## config.mk

```make
export PLATFORM = sky130hd
export DESIGN_NAME = rx_uart_fifo
export DESIGN_NICKNAME = d
export VERILOG_FILES = /design/src/rtl/rx_uart_pkg.sv /design/src/rtl/sync_fifo.sv /design/src/rtl/rx_uart_fifo.sv
export SDC_FILE = /design/constraint.sdc
export NUM_CORES = 1
export LEC_CHECK = 0
export ABC_AREA = 1
export CAP_MARGIN = 20
export CORE_MARGIN = 1
export CORE_UTILIZATION = 30
export CTS_CLUSTER_SIZE = 12
export DETAILED_ROUTE_END_ITERATION = 7
export DONT_BUFFER_PORTS = 1
export PLACE_DENSITY = 0.45
export SLEW_MARGIN = 20
export SYNTH_ARGS = -nofsm -noshare
export SYNTH_HDL_FRONTEND = slang
export SYNTH_SLANG_ARGS = --single-unit
```

## constraint.sdc

```tcl
create_clock -name clk -period 6.7 [get_ports clk]
set_input_delay 1.34 -clock clk [delete_from_list [all_inputs] [get_ports clk]]
set_output_delay 1.34 -clock clk [all_outputs]
set_load 0.02 [all_outputs]
```

## src/rtl/rx_uart_pkg.sv

```systemverilog
// rx_uart_pkg: shared definitions for the UART receiver with FIFO.
//   - rx_state_e   : deserialiser FSM state encoding
//   - PAR_*        : parity mode encodings on i_cfg_parity (3 behaves as none)
//   - MIN_DIVISOR  : smallest clocks-per-bit the bit timer supports
//   - par_enabled  : true when a parity mode actually carries a parity bit
package rx_uart_pkg;

  typedef enum logic [2:0] {
    ST_IDLE    = 3'd0,
    ST_START   = 3'd1,
    ST_DATA    = 3'd2,
    ST_PARITY  = 3'd3,
    ST_STOP1   = 3'd4,
    ST_STOP2   = 3'd5,
    ST_BRKWAIT = 3'd6
  } rx_state_e;

  localparam logic [1:0] PAR_NONE = 2'd0;
  localparam logic [1:0] PAR_EVEN = 2'd1;
  localparam logic [1:0] PAR_ODD  = 2'd2;

  localparam int MIN_DIVISOR = 4;

  function automatic logic par_enabled(input logic [1:0] mode);
    return (mode == PAR_EVEN) || (mode == PAR_ODD);
  endfunction

endpackage

```

## src/rtl/sync_fifo.sv

```systemverilog
// sync_fifo: single-clock first-word-fall-through FIFO.
//   clk, i_reset     : clock, synchronous active-high reset (empties the FIFO)
//   push, push_data  : write request and word
//   pop              : consumer ready; a pop happens when rd_valid && pop
//   rd_valid         : head word is present on rd_data
//   rd_data          : head word (forced to 0 while empty)
//   count            : current occupancy, 0..DEPTH
//   drop             : one-cycle pulse, a push was refused because the FIFO was full
// A push into a full FIFO is still accepted when a pop happens in the same cycle.
module sync_fifo #(
  parameter int WIDTH = 11,
  parameter int DEPTH = 16
) (
  input  logic                     clk,
  input  logic                     i_reset,
  input  logic                     push,
  input  logic [WIDTH-1:0]         push_data,
  input  logic                     pop,
  output logic                     rd_valid,
  output logic [WIDTH-1:0]         rd_data,
  output logic [$clog2(DEPTH):0]   count,
  output logic                     drop
);

  localparam int AW = $clog2(DEPTH);
  localparam int CW = AW + 1;

  logic [WIDTH-1:0] mem [DEPTH];
  logic [AW-1:0]    wr_ptr;
  logic [AW-1:0]    rd_ptr;
  logic [CW-1:0]    cnt;
  logic             full;
  logic             pop_en;
  logic             push_en;

  assign full     = (cnt == CW'(DEPTH));
  assign rd_valid = (cnt != '0);
  assign pop_en   = rd_valid && pop;
  assign push_en  = push && (!full || pop_en);
  assign drop     = push && full && !pop_en;
  assign count    = cnt;
  assign rd_data  = rd_valid ? mem[rd_ptr] : '0;

  // Storage is not reset; the read port is masked while empty instead.
  always_ff @(posedge clk) begin
    if (push_en) begin
      mem[wr_ptr] <= push_data;
    end
  end

  // DEPTH is a power of two, so the pointers wrap by natural overflow.
  always_ff @(posedge clk) begin
    if (i_reset) begin
      wr_ptr <= '0;
      rd_ptr <= '0;
      cnt    <= '0;
    end else begin
      if (push_en) begin
        wr_ptr <= wr_ptr + AW'(1);
      end
      if (pop_en) begin
        rd_ptr <= rd_ptr + AW'(1);
      end
      case ({push_en, pop_en})
        2'b10:   cnt <= cnt + CW'(1);
        2'b01:   cnt <= cnt - CW'(1);
        default: cnt <= cnt;
      endcase
    end
  end

endmodule

```

## src/rtl/rx_uart_fifo.sv

```systemverilog
// rx_uart_fifo: asynchronous serial receiver feeding a FWFT receive FIFO.
//   clk, i_reset                 : clock, synchronous active-high reset
//   uart_txd_in                  : asynchronous serial line, idle high
//   i_cfg_divisor                : clocks per bit (values below 4 act as 4)
//   i_cfg_parity                 : 0 none, 1 even, 2 odd, 3 none
//   i_cfg_stop2                  : check a second stop bit
//   out_valid/out_ready          : receive stream handshake (see below)
//   out_data, out_perr, out_ferr, out_break : head word and its per-word flags
//   o_overrun, i_clr_overrun     : sticky dropped-frame flag and its clear
//   o_fifo_count                 : FIFO occupancy
//   dbg_state                    : current deserialiser state (rx_state_e code)
//
// Handshake: out_valid is high whenever the FIFO head holds a word; the word and
// its flags stay stable until the cycle in which out_valid && out_ready, at
// whose rising edge the word is consumed. out_ready may be high without
// out_valid; nothing happens then.
//
// Configuration is captured when a start edge is seen, so it may change freely
// while a frame is in flight.
module rx_uart_fifo
  import rx_uart_pkg::*;
#(
  parameter int TIMER_BITS = 16,
  parameter int DATA_BITS  = 8,
  parameter int FIFO_DEPTH = 16
) (
  input  logic                          clk,
  input  logic                          i_reset,
  input  logic                          uart_txd_in,
  input  logic [TIMER_BITS-1:0]         i_cfg_divisor,
  input  logic [1:0]                    i_cfg_parity,
  input  logic                          i_cfg_stop2,
  output logic                          out_valid,
  input  logic                          out_ready,
  output logic [DATA_BITS-1:0]          out_data,
  output logic                          out_perr,
  output logic                          out_ferr,
  output logic                          out_break,
  output logic                          o_overrun,
  input  logic                          i_clr_overrun,
  output logic [$clog2(FIFO_DEPTH):0]   o_fifo_count,
  output logic [2:0]                    dbg_state
);

  localparam int         WORD_W   = DATA_BITS + 3;
  localparam logic [3:0] LAST_BIT = 4'(DATA_BITS - 1);

  // ---------------------------------------------------------------------------
  // Line synchroniser and start-edge detection
  // ---------------------------------------------------------------------------
  logic       sync1;
  logic       sync2;
  logic       ck;
  logic       prev_ck;
  logic [1:0] fill_cnt;
  logic       armed;
  logic       start_det;

  // The flops come out of reset at 1, so for three cycles ck shows the reset
  // value rather than the line. fill_cnt waits for the real line to reach ck,
  // and armed only rises once that real line has been seen high; a line held
  // low through reset therefore cannot fake a start edge.
  always_ff @(posedge clk) begin
    if (i_reset) begin
      sync1    <= 1'b1;
      sync2    <= 1'b1;
      ck       <= 1'b1;
      prev_ck  <= 1'b1;
      fill_cnt <= '0;
      armed    <= 1'b0;
    end else begin
      sync1   <= uart_txd_in;
      sync2   <= sync1;
      ck      <= sync2;
      prev_ck <= ck;
      if (fill_cnt != 2'd3) begin
        fill_cnt <= fill_cnt + 2'd1;
      end else if (ck) begin
        armed <= 1'b1;
      end
    end
  end

  assign start_det = armed && prev_ck && !ck;

  // ---------------------------------------------------------------------------
  // Deserialiser FSM
  // ---------------------------------------------------------------------------
  rx_state_e               state;
  logic [TIMER_BITS-1:0]   timer;
  logic [TIMER_BITS-1:0]   div_l;
  logic [TIMER_BITS-1:0]   div_eff;
  logic                    par_en_l;
  logic                    par_odd_l;
  logic                    stop2_l;
  logic [3:0]              bit_cnt;
  logic [DATA_BITS-1:0]    shreg;
  logic                    perr_r;
  logic                    ferr_r;
  logic                    all_zero;
  logic                    push_q;
  logic                    sample;

  assign div_eff = (i_cfg_divisor < TIMER_BITS'(MIN_DIVISOR)) ?
                   TIMER_BITS'(MIN_DIVISOR) : i_cfg_divisor;
  // Every sample point is the cycle the bit timer has counted down to zero.
  assign sample  = (timer == '0);

  always_ff @(posedge clk) begin
    if (i_reset) begin
      state     <= ST_IDLE;
      timer     <= '0;
      div_l     <= TIMER_BITS'(MIN_DIVISOR);
      par_en_l  <= 1'b0;
      par_odd_l <= 1'b0;
      stop2_l   <= 1'b0;
      bit_cnt   <= '0;
      shreg     <= '0;
      perr_r    <= 1'b0;
      ferr_r    <= 1'b0;
      all_zero  <= 1'b0;
      push_q    <= 1'b0;
    end else begin
      push_q <= 1'b0;
      case (state)
        ST_IDLE: begin
          if (start_det) begin
            state     <= ST_START;
            // Half a bit time lands the first sample mid start bit.
            timer     <= (div_eff >> 1) - TIMER_BITS'(1);
            div_l     <= div_eff;
            par_en_l  <= par_enabled(i_cfg_parity);
            par_odd_l <= (i_cfg_parity == PAR_ODD);
            stop2_l   <= i_cfg_stop2;
            bit_cnt   <= '0;
            perr_r    <= 1'b0;
            ferr_r    <= 1'b0;
            all_zero  <= 1'b1;
          end
        end

        ST_START: begin
          if (sample) begin
            if (ck) begin
              state <= ST_IDLE;  // start bit did not hold: glitch
            end else begin
              state <= ST_DATA;
              timer <= div_l - TIMER_BITS'(1);
            end
          end else begin
            timer <= timer - TIMER_BITS'(1);
          end
        end

        ST_DATA: begin
          if (sample) begin
            shreg    <= {ck, shreg[DATA_BITS-1:1]};  // LSB arrives first
            all_zero <= all_zero & ~ck;
            timer    <= div_l - TIMER_BITS'(1);
            bit_cnt  <= bit_cnt + 4'd1;
            if (bit_cnt == LAST_BIT) begin
              state <= par_en_l ? ST_PARITY : ST_STOP1;
            end
          end else begin
            timer <= timer - TIMER_BITS'(1);
          end
        end

        ST_PARITY: begin
          if (sample) begin
            perr_r   <= ((^shreg) ^ ck) != par_odd_l;
            all_zero <= all_zero & ~ck;
            timer    <= div_l - TIMER_BITS'(1);
            state    <= ST_STOP1;
          end else begin
            timer <= timer - TIMER_BITS'(1);
          end
        end

        ST_STOP1: begin
          if (sample) begin
            if (!ck) begin
              ferr_r <= 1'b1;
            end
            all_zero <= all_zero & ~ck;
            if (stop2_l) begin
              timer <= div_l - TIMER_BITS'(1);
              state <= ST_STOP2;
            end else begin
              push_q <= 1'b1;
              state  <= (all_zero && !ck) ? ST_BRKWAIT : ST_IDLE;
            end
          end else begin
            timer <= timer - TIMER_BITS'(1);
          end
        end

        ST_STOP2: begin
          if (sample) begin
            if (!ck) begin
              ferr_r <= 1'b1;
            end
            push_q <= 1'b1;
            // all_zero already covers STOP1; the second stop bit does not count.
            state  <= all_zero ? ST_BRKWAIT : ST_IDLE;
          end else begin
            timer <= timer - TIMER_BITS'(1);
          end
        end

        ST_BRKWAIT: begin
          // A break must end (line high) before another frame can start.
          if (ck) begin
            state <= ST_IDLE;
          end
        end

        default: state <= ST_IDLE;
      endcase
    end
  end

  assign dbg_state = state;

  // ---------------------------------------------------------------------------
  // Receive FIFO and overrun flag
  // ---------------------------------------------------------------------------
  logic [WORD_W-1:0] push_word;
  logic [WORD_W-1:0] head_word;
  logic              fifo_drop;

  // all_zero at push time is the break indication; a break always has STOP1
  // low, so ferr_r is already set alongside it.
  assign push_word = {shreg, perr_r, ferr_r, all_zero};

  sync_fifo #(
    .WIDTH (WORD_W),
    .DEPTH (FIFO_DEPTH)
  ) u_fifo (
    .clk       (clk),
    .i_reset   (i_reset),
    .push      (push_q),
    .push_data (push_word),
    .pop       (out_ready),
    .rd_valid  (out_valid),
    .rd_data   (head_word),
    .count     (o_fifo_count),
    .drop      (fifo_drop)
  );

  assign out_data  = head_word[WORD_W-1:3];
  assign out_perr  = head_word[2];
  assign out_ferr  = head_word[1];
  assign out_break = head_word[0];

  // A drop in the same cycle as a clear wins, so no overrun is ever lost.
  always_ff @(posedge clk) begin
    if (i_reset) begin
      o_overrun <= 1'b0;
    end else if (fifo_drop) begin
      o_overrun <= 1'b1;
    end else if (i_clr_overrun) begin
      o_overrun <= 1'b0;
    end
  end

endmodule

```

Word level (Yosys, flattened, before mapping)
Memory sizes are Yosys's and may differ from the RTL's. A register that Yosys moved wholly into a read port is not among the register bits.
Index checks and enable logic that the tools add are counted.
{ "op_classes": {"n_lt_le_gt_ge": 1, "n_eq_ne": 28, "mux": 47, "addsub": 9, "n_bitwise": 4, "reduce_logical": 35} }
{ "op_table": {"columns": ["operator", "count"], "rows": [
  ["16-bit two-way mux", 8],
  ["16-bit one-hot mux with 5 select lines", 1],
  ["3-bit two-way mux", 12],
  ["16-bit by 1-bit subtractor with 16-bit output, second input constant", 2],
  ["2-bit != test, second input constant", 11],
  ["3-bit one-hot mux with 7 select lines", 1],
  ["16-bit logical NOT", 1],
  ["16-bit by 3-bit < comparator with 1-bit output, second input constant", 1],
  ["4-bit two-way mux", 4],
  ["15-bit by 1-bit subtractor with 16-bit output, second input constant", 1],
  ["1-bit two-way mux", 13],
  ["4-bit by 1-bit adder with 4-bit output, second input constant", 3],
  ["2-bit nonzero test", 6],
  ["11-bit two-way mux", 1],
  ["5-bit one-hot mux with 2 select lines", 1],
  ["5-bit nonzero test", 2],
  ["3-bit equality test, second input constant", 3],
  ["3-bit AND reduction", 3],
  ["1-bit one-hot mux with 2 select lines", 4],
  ["4-bit one-hot mux with 2 select lines", 1],
  ["8-bit AND reduction", 1],
  ["8-bit XOR reduction", 1],
  ["1-bit logical AND", 7],
  ["3-bit by 2-bit equality test with 1-bit output, second input constant", 2],
  ["other kinds (23)", 34]
]} }
{ "totals": {"regBits": 75, "ram_bits": 176, "mem_count": 1, "input_bits": 24} }
{ "mem_list": {"columns": ["name", "depth", "width", "rd", "rd_ports_with_merged_regs", "wr", "line_no", "source"], "rows": [
  ["u_fifo.mem", 16, 11, 1, 1, 1, "sync_fifo.sv:28", "logic [WIDTH-1:0] mem [DEPTH];"]
]} }

Depth between registers and ports, before layout
Gate-level depths: netlist of run 1.
{ "depth": {"depth_word": 6, "ltp_mapped": 18, "mapped_depth_nobuf": 18} }

Modules after synthesis
A second synthesis of run 1 with hierarchy kept.
{ "hier_totals": {"hier_cells": 1310, "area_unflattened_um2": 12025.3} }
{ "by_module_without_submodules": {"columns": ["mod", "cells_each", "area_each_um2", "n_inst"], "rows": [
  ["sync_fifo", 623, 7822.5, 1],
  ["rx_uart_fifo", 687, 4202.8, 1]
]} }

Least setup slack after synthesis of run 1
OpenSTA, ideal clock, no wires.
{ "synth_timing": {"path_kind": "input-to-reg", "start": "in i_cfg_divisor[5]", "end": "reg timer[10]", "path_stages": 14, "arrival_time_ns": 2.979, "setup_time_ns": 0.109, "required_ns": 6.591, "setup_slack_ns": 3.612, "path_buffers": 0, "cell_sequence": "nor2_1 inv_1 nor2_1 nand3_2 nand2_1 ha_1 nand3_1 nor2_1 nand2_1 xor2_1 nand2_1 nand3_1 nand2_1 inv_1"} }
{ "synth_via": {"elab_chain_len": 5} }
{ "synth_rtl": {"columns": ["element", "line_no", "source"], "rows": [
  ["start: declaration", "rx_uart_fifo.sv:30", "input logic [TIMER_BITS-1:0] i_cfg_divisor,"],
  ["16-bit by 3-bit < comparator with 1-bit output", "rx_uart_fifo.sv:104", "assign div_eff = (i_cfg_divisor < TIMER_BITS'(MIN_DIVISOR)) ?"],
  ["16-bit two-way mux (*)", "rx_uart_fifo.sv:104", null],
  ["15-bit by 1-bit subtractor with 16-bit output (*)", "rx_uart_fifo.sv:130", "timer <= (div_eff >> 1) - TIMER_BITS'(1);"],
  ["16-bit two-way mux (*)", "rx_uart_fifo.sv:127", "if (start_det) begin"],
  ["16-bit one-hot mux with 5 select lines (*)", "rx_uart_fifo.sv:125", "case (state)"],
  ["end signal: assignment", "rx_uart_fifo.sv:130", null],
  ["end signal: assignment", "rx_uart_fifo.sv:148", "timer <= div_l - TIMER_BITS'(1);"],
  ["end signal: assignment", "rx_uart_fifo.sv:151", "timer <= timer - TIMER_BITS'(1);"],
  ["end: declaration", "rx_uart_fifo.sv:90", "logic [TIMER_BITS-1:0] timer;"]
]} }
Every way passes the cells marked *; elsewhere a longest branch is shown, timed or not. The select of a mux whose other input is x is not followed.
A chain may end at the register's enable or synchronous reset.

==> results.py, run 1 <==
metrics = {
    "setup_path": {
        "path_cells": "buf_4, inv_1, buf_4, o21ai_0, o22ai_1, nor2_1, nor2_1, o21ai_0, a21oi_1",
        "cp-start-kind": "register",
        "cp.arrival_ps": 3110,
        "endpoint_kind": "output pin",
        "cp.required_ps": 5360,
        "worstSetupPathType": "register to output pin",
        "critPathTopFamily": "compound AO/OA/AOI/OAI gates",
        "cpPeakStageDelay_ps": 660,
        "crit_fanout": 45,
        "critPathSlowestCell": "a21oi_1",
        "crit_buf_inv": 3,
    },
    "sta": {
        "rsz0062_at_grt": "no",
        "slew_headroom": 0.3166,
        "worstMarginPinSlew_ps": 1019,
        "slew_violations": 0,
        "period_share": 0.6637,
        "fin_setup_tns_ps": 0,
        "finalSetupViolCount": 0,
        "fin_worst_skew_ps": 10.22,
        "hold_viol": 0,
        "clock.fmax_ghz": 0.2249,
        "finalCriticalPeriod_ps": 4447,
    },
    "cells_and_area": {
        "final_cells": 1778,
        "areaGrowthSynthToFinish_pct": 13.18,
        "nNetsFinal": 1276,
        "antenna_cells": 0,
        "final_layout_size_suffix_gt1_frac": 0.08730,
    },
    "clocking": {
        "cts.sinks": 255,
        "cts.htree.levels": 1,
        "cts_tree": "yes",
        "clkLatencyLatePin_ps": 580,
        "hold_buffers": 0,
        "cts_root_buf": "clkbuf_16",
        "clk_pin_slew_ps": 60,
        "cts_buffers": 30,
        "cts_resized": 0,
        "clk_path_buf_depth": 3,
        "post-cts-setup-buffer-count": 0,
    },
    "die": {
        "dieArea_um2": 39980,
        "initial_core_util": 0.3042,
        "die_w_um": 200.0,
        "io_pins": 45,
        "core-area_um2": 38650,
        "fp.dieH_um": 200.0,
        "rows": 72,
    },
    "synthesis": {
        "synth_area_leaders": "edfxtp_1, dfxtp_1, nor2_1, o21ai_0, nand2_1",
        "synth_ff_type": "edfxtp_1",
        "synth_enable_flop_cells": 176,
        "avgSynthCellArea_um2": 9.519,
        "netlist.area_leader.share": 0.4496,
        "syn_inst": 1235,
        "yosysWarnings": 0,
        "synth-async-reset-ratio": 0,
        "ys_ff_latch": 255,
        "yosys.area.top_type": "edfxtp_1",
        "syn_nets": 1275,
        "netlist_area_um2": 11760,
        "yosys.cell_types.count": 46,
        "synth_seq_area_share": 0.5841,
    },
    "global_route": {
        "grt_antenna_before_repair": 1,
        "grt_pass1_vias": 8702,
        "grt_pass1_wl_um": 50730,
        "grt_start_max_net_pins": 89,
        "gr-total-overflow": 0,
        "track_usage": 0.1683,
    },
    "route": {
        "viasPerCell": 4.933,
        "ant_nets": 0,
        "drt_wl_total_um": 33320,
        "post_drt_wl_per_cell_um": 18.74,
        "drc": 0,
        "vias": 8771,
        "firstDrtPassIters": 5,
        "drt_iter0_drc": 610,
    },
    "power_and_ir_drop": {
        "vdd_drop_max_mv": 0.2425,
        "p_leak_nw": 4.886,
        "power_density_nw_per_um2": 394.8,
    },
    "outcome": {
        "status": "completed",
    },
    "place": {
        "gp_congestion": 0.8557,
        "post-dp-hpwl_um": 21310,
        "port_buffers": 0,
        "dp_cells": 1722,
    },
    "flow_run": {
        "drv_cap": 0,
    },
    "worst_hold_path": {
        "min_path_type": "register to register",
    },
}
synthesized netlist by cell type (3+ instances only):
library cell	instances
edfxtp_1	176
nor3_1	4
o22ai_1	23
nor2_2	8
xor2_1	19
buf_4	3
nand2_1	145
o21ai_1	6
o211ai_1	4
nor2_4	5
inv_2	7
buf_6	3
o221ai_1	36
a211oi_1	6
o21ai_0	141
xnor2_1	8
a21oi_1	56
nand3_2	5
or2_2	3
buf_2	10
dfxtp_1	79
nand4_1	11
clkinv_1	3
clkbuf_1	32
inv_1	104
ha_1	15
nand3_1	68
nand3b_1	5
nor2_1	224
nand2_2	5
state kept, by name, summed over array words and instances (netlist names), 3 cells and up, named ones only:
name,count
div_l,16
u_fifo.rd_ptr,4
u_fifo.count,5
dbg_state,3
u_fifo.mem,176
bit_cnt,4
shreg,8
u_fifo.wr_ptr,4
timer,16
cells by family (layout without fill, tap and decap cells):
logic type / count (synthesis) / after routing / synth area share
and+or+nand+nor: 491 / 491 / 0.1824
AOI/OAI and AO/OA: 283 / 283 / 0.1395
DFF: 255 / 255 / 0.5841
buffers and inverters: 163 / 188 / 0.05619
xor gates and xnor gates: 27 / 27 / 0.02012
adders and majority gates: 16 / 16 / 0.01767
report_power, final:
part / total, mW / switching [mW] / internal, mW
Clock: 1.65 / 0.678 / 0.975
Combinational: 1.72 / 1.23 / 0.492
Sequential: 1.88 / 0.124 / 1.76
Total: 5.25 / 2.03 / 3.23
layout make-up:
cell class,instances,area [um2]
timing repair buffer,17,127.6
clock buffer,36,773.2
multi-input combinational,817,4239
fill,3927,25340
tap,518,648.1
clock inverter,20,214.0
inverter,115,435.4
sequential,255,6868
through the flow:
stage	hold slack (ps)	instance area (um2)	power, mW	worst slack (ps)	util
6_report	407.4	13310	5.253	2253	0.3443
5_1_grt	443.3	13310	5.577	2012	0.3443
4_1_cts	409.5	13300	5.296	2236	0.3442
3_5_place_dp	392.9	12310	3.630	2852	0.3186
3_3_place_gp	395.5	12310	3.638	2838	0.3185
2_1_floorplan	389.5	11760	3.219	3612	-
worst register-to-register path, delay by kind of cell (launching register included):
family	cells	cell delay, ps
adder cells (fa/ha/maj)	2	670
flip-flops	1	490
AND/OR/NAND/NOR	8	850
buffers and inverters	5	540
AO/OA/AOI/OAI	3	260
metal layers:
metal	track usage	up-vias	wire [um]
met5	0	-	0
met4	0.05117	0	944
met3	0.02940	61	1597
met2	0.2792	184	15510
met1	0.2235	4228	15270
li1	-	4298	-
layout by cell type, fill, tap and decap left out, types with 3 or more instances in the layout:
master and n:
bufinv_16 4, nand3b_1 5, clkbuf_1 6, nand4_1 11
clkbuf_16 30, buf_4 17, xor2_1 19, nand2_1 145
or2_2 3, xnor2_1 8, a211oi_1 6, o211ai_1 4
o22ai_1 23, nor2_4 5, nor3_1 4, a21oi_1 56
nand3_1 68, o21ai_1 6, edfxtp_1 176, inv_1 104
nor2_2 12, nand3_2 5, o221ai_1 36, ha_1 15
nor2_1 220, o21ai_0 141, clkinv_2 6, dfxtp_1 78
clkinvlp_4 4, nand2_2 5, inv_2 7, clkinv_1 8
path summary, 6_finish.rpt:
check | cells past startpoint | slack (ps) | end | from
setup reg to reg | 18 | 3800 | u_fifo.count[4] | u_fifo.count[1]
setup / recovery | 9 | 2250 | out_data[0] | register
hold / removal | 1 | 410 | ck | sync2
hold reg to reg | 1 | 410 | ck | sync2
Note: power is estimated with default switching activity, not from simulation.
==> inputs of run 2 (changes only) <==
PLACE_DENSITY = 0.46   (was 0.45)
clock period = 3.9 ns   (was 6.7 ns; I/O delays follow)
==> run 2 against run 1 <==
Against the previous run: core utilization up 0.23 points; register-to-register slack got worse by 2700 ps; cell count grew 0.67%; power is 72% higher; first-iteration DRC count up 0.98%; highest routed layer unchanged; die area unchanged.
==> results.py, run 2 (synthesized netlist as in run 1, its figures left out) <==
metrics = {
    "setup_path": {
        "rr_startpoint": "u_fifo.count[0]",
        "crit_fanout": 47,
        "r2r_setup_slack_ps": 1110,
        "r2r_cells": 18,
        "cp.arrival_ps": 2740,
        "endpoint_kind": "output pin",
        "cp.required_ps": 3120,
        "worstSetupPathType": "register to output pin",
        "cp-start-kind": "register",
        "r2r_end": "u_fifo.count[4]",
    },
    "outcome": {
        "status": "completed",
    },
    "cells_and_area": {
        "fill_cells": 3894,
        "largest_register_ffs": 176,
        "final_layout_size_suffix_gt1_frac": 0.09513,
        "seqCellArea_um2": 6868,
        "top_regs": "u_fifo.mem: 176 flops, div_l: 16 flops, timer: 16 flops",
        "antenna_cells": 0,
        "final_common_cell": "nor2_1",
        "multi_input_area_um2": 4229,
        "areaGrowthSynthToFinish_pct": 13.94,
        "finish.utilization": 0.3466,
        "final_cell_mix": "nor2_1, edfxtp_1, nand2_1",
        "top_register": "u_fifo.mem",
        "nNetsFinal": 1289,
    },
    "global_route": {
        "grt_pass1_vias": 8516,
        "track_usage": 0.1669,
        "grt_antenna_before_repair": 0,
        "grt_pass1_wl_um": 50630,
        "gr-total-overflow": 0,
        "grt_start_max_net_pins": 48,
    },
    "route": {
        "drt_wl_total_um": 32930,
        "viasPerCell": 4.892,
        "firstDrtPassIters": 5,
        "vias": 8757,
        "drt_iter0_drc": 616,
        "ant_nets": 0,
        "drc": 0,
        "post_drt_wl_per_cell_um": 18.39,
    },
    "sta": {
        "worstMarginPinSlew_ps": 1021,
        "clock.fmax_ghz": 0.2840,
        "fin_worst_skew_ps": 16.89,
        "fin_setup_tns_ps": 0,
        "finalCriticalPeriod_ps": 3521,
        "slew_headroom": 0.3182,
        "period_share": 0.9029,
        "slew_violations": 0,
        "rsz0062_at_grt": "no",
        "finalSetupViolCount": 0,
        "hold_viol": 0,
    },
    "die": {
        "fp.dieH_um": 200.0,
        "dieArea_um2": 39980,
        "io_pins": 45,
        "rows": 72,
        "initial_core_util": 0.3042,
        "die_w_um": 200.0,
        "core-area_um2": 38650,
    },
    "worst_hold_path": {
        "holdPathStages": 1,
        "min_from": "i_reset",
        "min_path_type": "primary input to register",
        "hold_path_end": "perr_r",
    },
    "power_and_ir_drop": {
        "p_clk_frac": 0.309,
        "p_leak_nw": 4.971,
        "power_density_nw_per_um2": 673.1,
        "power.switching_mw": 3.452,
        "seq_power_share": 0.364,
        "swShare": 0.3828,
        "vdd_drop_max_mv": 0.3459,
        "power_frac_comb": 0.328,
        "total_power_mw": 9.017,
        "internal_power_mw": 5.565,
    },
    "place": {
        "gp_congestion": 0.8537,
        "port_buffers": 0,
        "post-dp-hpwl_um": 22120,
    },
    "clocking": {
        "clkLatencyLatePin_ps": 580,
        "cts_buffers": 29,
        "cts_root_buf": "clkbuf_16",
        "post-cts-setup-buffer-count": 0,
        "clk_pin_slew_ps": 70,
        "cts.htree.levels": 1,
        "hold_buffers": 0,
        "clk_path_buf_depth": 3,
        "cts.sinks": 255,
        "cts_tree": "yes",
        "cts_resized": 0,
    },
    "flow_run": {
        "drv_cap": 0,
    },
}
[run 2: cell type report]
cell class | instances | area share
Clock inverter | 14 | 0.01224
Clock buffer | 40 | 0.06025
Timing Repair Buffer | 31 | 0.01831
Tap cell | 518 | 0.04838
Inverter | 115 | 0.03241
Sequential cell | 255 | 0.5127
Multi-Input combinational cell | 817 | 0.3157
[run 2: power by group through the flow]
stage                     sequential [mW]  combinational (mW)  clock [mW]
after global placement               3.33                2.93           0
after global routing                 3.31                3.30        2.96
after floorplan                      3.23                2.30           0
after detailed placement             3.34                2.94           0
final                                3.28                2.95        2.78
after CTS                            3.28                2.96        2.86
[run 2: worst max path at each step]
stage,startpoint,endpoint,cells past startpoint
5_1_grt,register,out_data[5],6
4_1_cts,register,out_data[5],6
6_report,register,out_ferr,8
3_5_place_dp,i_cfg_divisor[5],timer[14],15
2_1_floorplan,i_cfg_divisor[5],timer[10],14
3_3_place_gp,i_cfg_divisor[5],timer[14],15
[run 2: layer usage]
metal	GRT usage	wire length (um)
met2	0.2671	14950
met3	0.02755	1557
met4	0.03675	599
met5	0	0
met1	0.2358	15820
[run 2: through the flow]
step / instances / hold slack [ps] / area (um2) / worst slack [ps]
2_1_floorplan: 1235 / 389.5 / 11760 / 1372
3_3_place_gp: 1736 / 396.8 / 12420 / 841.5
3_5_place_dp: 1736 / 393.3 / 12420 / 810.3
4_1_cts: 1790 / 236.8 / 13400 / 380.1
5_1_grt: 1790 / 241.1 / 13400 / 223.9
6_report: 1790 / 274.2 / 13400 / 378.8
[run 2: critical path, cell delays in order, from the launching register on]
cell,delay (ps)
dfxtp_2,450
inv_2,320
buf_12,280
o21ai_0,140
o22ai_1,150
nor2_1,60
nor2_1,110
o21ai_0,160
a21oi_1,500
==> inputs of run 3 (changes only) <==
PLACE_DENSITY = 0.45   (was 0.46)
clock period = 4.4 ns   (was 3.9 ns; I/O delays follow)
==> run 3 against run 2 <==
Against the previous run: clock power is 18% lower; die area unchanged; via count shrank 0.55%; first-iteration DRC count fell by 18%; non-clock buffer count down 10; register-to-register slack improved by 380 ps; largest power group unchanged; combinational power shrank 11%.
==> results.py, run 3 (synthesized netlist as in run 1, its figures left out) <==
metrics = {
    "power_and_ir_drop": {
        "p_leak_nw": 4.879,
        "power_density_nw_per_um2": 588.3,
        "vdd_drop_max_mv": 0.3043,
    },
    "global_route": {
        "track_usage": 0.1689,
        "grt_start_max_net_pins": 51,
        "gr-total-overflow": 0,
        "grt_pass1_vias": 8585,
        "grt_antenna_before_repair": 0,
        "grt_pass1_wl_um": 50980,
    },
    "clocking": {
        "cts.sinks": 255,
        "cts_root_buf": "clkbuf_16",
        "cts_buffers": 30,
        "hold_buffers": 0,
        "clk_pin_slew_ps": 60,
        "post-cts-setup-buffer-count": 0,
        "cts.htree.levels": 1,
        "clkLatencyLatePin_ps": 580,
        "cts_tree": "yes",
        "clk_path_buf_depth": 3,
        "cts_resized": 0,
    },
    "sta": {
        "fin_worst_skew_ps": 15.52,
        "fin_setup_tns_ps": 0,
        "rsz0062_at_grt": "no",
        "finalSetupViolCount": 0,
        "clock.fmax_ghz": 0.2652,
        "period_share": 0.8571,
        "slew_headroom": 0.3121,
        "hold_slack_ps": 372.5,
        "worstMarginPinSlew_ps": 1030,
        "finalCriticalPeriod_ps": 3771,
        "hold_viol": 0,
        "slew_violations": 0,
    },
    "setup_path": {
        "endpoint_kind": "output pin",
        "r2r_setup_slack_ps": 1490,
        "crit_fanout": 50,
        "cp.required_ps": 3520,
        "cp-start-kind": "register",
        "worstSetupPathType": "register to output pin",
        "cp.arrival_ps": 2890,
    },
    "route": {
        "vias": 8709,
        "viasPerCell": 4.890,
        "firstDrtPassIters": 5,
        "drt_wl_total_um": 33100,
        "ant_nets": 0,
        "drc": 0,
        "post_drt_wl_per_cell_um": 18.59,
        "drt_iter0_drc": 505,
    },
    "cells_and_area": {
        "largest_register_ffs": 176,
        "final_common_cell": "nor2_1",
        "final_cells": 1781,
        "final_layout_size_suffix_gt1_frac": 0.08479,
        "final_cell_mix": "nor2_1, edfxtp_1, nand2_1",
        "nNetsFinal": 1280,
        "areaGrowthSynthToFinish_pct": 12.72,
        "top_register": "u_fifo.mem",
        "top_regs": "u_fifo.mem: 176 flops, div_l: 16 flops, timer: 16 flops",
        "finish.utilization": 0.3429,
    },
    "die": {
        "io_pins": 45,
        "fp.dieH_um": 200.0,
        "initial_core_util": 0.3042,
        "dieArea_um2": 39980,
        "core-area_um2": 38650,
        "die_w_um": 200.0,
        "rows": 72,
    },
    "place": {
        "gp_congestion": 0.8323,
        "dp_cells": 1726,
        "port_buffers": 0,
        "post-dp-hpwl_um": 21760,
    },
    "worst_hold_path": {
        "min_path_type": "primary input to register",
    },
    "flow_run": {
        "drv_cap": 0,
    },
    "outcome": {
        "status": "completed",
    },
}
## run 3: changes by cell type in the layout (fill, tap and decap cells not counted), sizes merged
| cell | previous run | this run |
|---|---|---|
| buf | 31 | 21 |
| bufinv | 3 | 0 |
| clkinv | 11 | 15 |
| clkinvlp | 1 | 0 |
| diode | 0 | 1 |
## run 3: path summary, 6_finish.rpt
path,start,endpoint,depth (start not counted)
max,register,out_data[4],6
max reg2reg,u_fifo.count[0],u_fifo.count[4],18
min reg2reg,sync1,sync2,1
min,i_reset,o_overrun,1
## run 3: per-stage QoR
stage | setup slack (ps) | cell area (um2) | power (mW)
2_1_floorplan | 1772 | 11760 | 4.902
5_1_grt | 456.3 | 13250 | 8.335
3_3_place_gp | 1214 | 12340 | 5.552
4_1_cts | 619.8 | 13250 | 7.888
6_report | 628.7 | 13250 | 7.796
3_5_place_dp | 1157 | 12340 | 5.566
## run 3: worst max-delay path, stage by stage (launching register included)
cell      delay, ps
dfxtp_2         330
inv_2           570
buf_4           380
o21ai_0         110
o221ai_1        160
nand3_1         120
a21oi_1         610
## run 3: report_power, final
group / internal, mW / switching, mW / total (mW) / leakage, nW
Combinational: 0.770 / 1.86 / 2.63 / 2.16
Clock: 1.30 / 0.993 / 2.29 / 0.444
Sequential: 2.68 / 0.191 / 2.87 / 2.27
Total: 4.75 / 3.05 / 7.80 / 4.88
## run 3: layout make-up
| type | instances | area [um2] |
|---|---|---|
| antenna | 1 | 2.502 |
| clock buffer | 40 | 818.3 |
| clock inverter | 14 | 88.84 |
| fill | 4006 | 25400 |
| inverter | 115 | 434.2 |
| multi-input combinational | 817 | 4234 |
| sequential | 255 | 6868 |
| tap | 518 | 648.1 |
| timing repair buffer | 21 | 157.7 |
## run 3: layer usage
metal	vias to the layer above	part of all wire	track usage	wire, um
li1	4318	-	-	-
met1	4180	0.46	0.2258	15280
met2	158	0.47	0.2771	15440
met3	53	0.046	0.03444	1511
met4	0	0.026	0.04580	871
met5	-	0	0	0
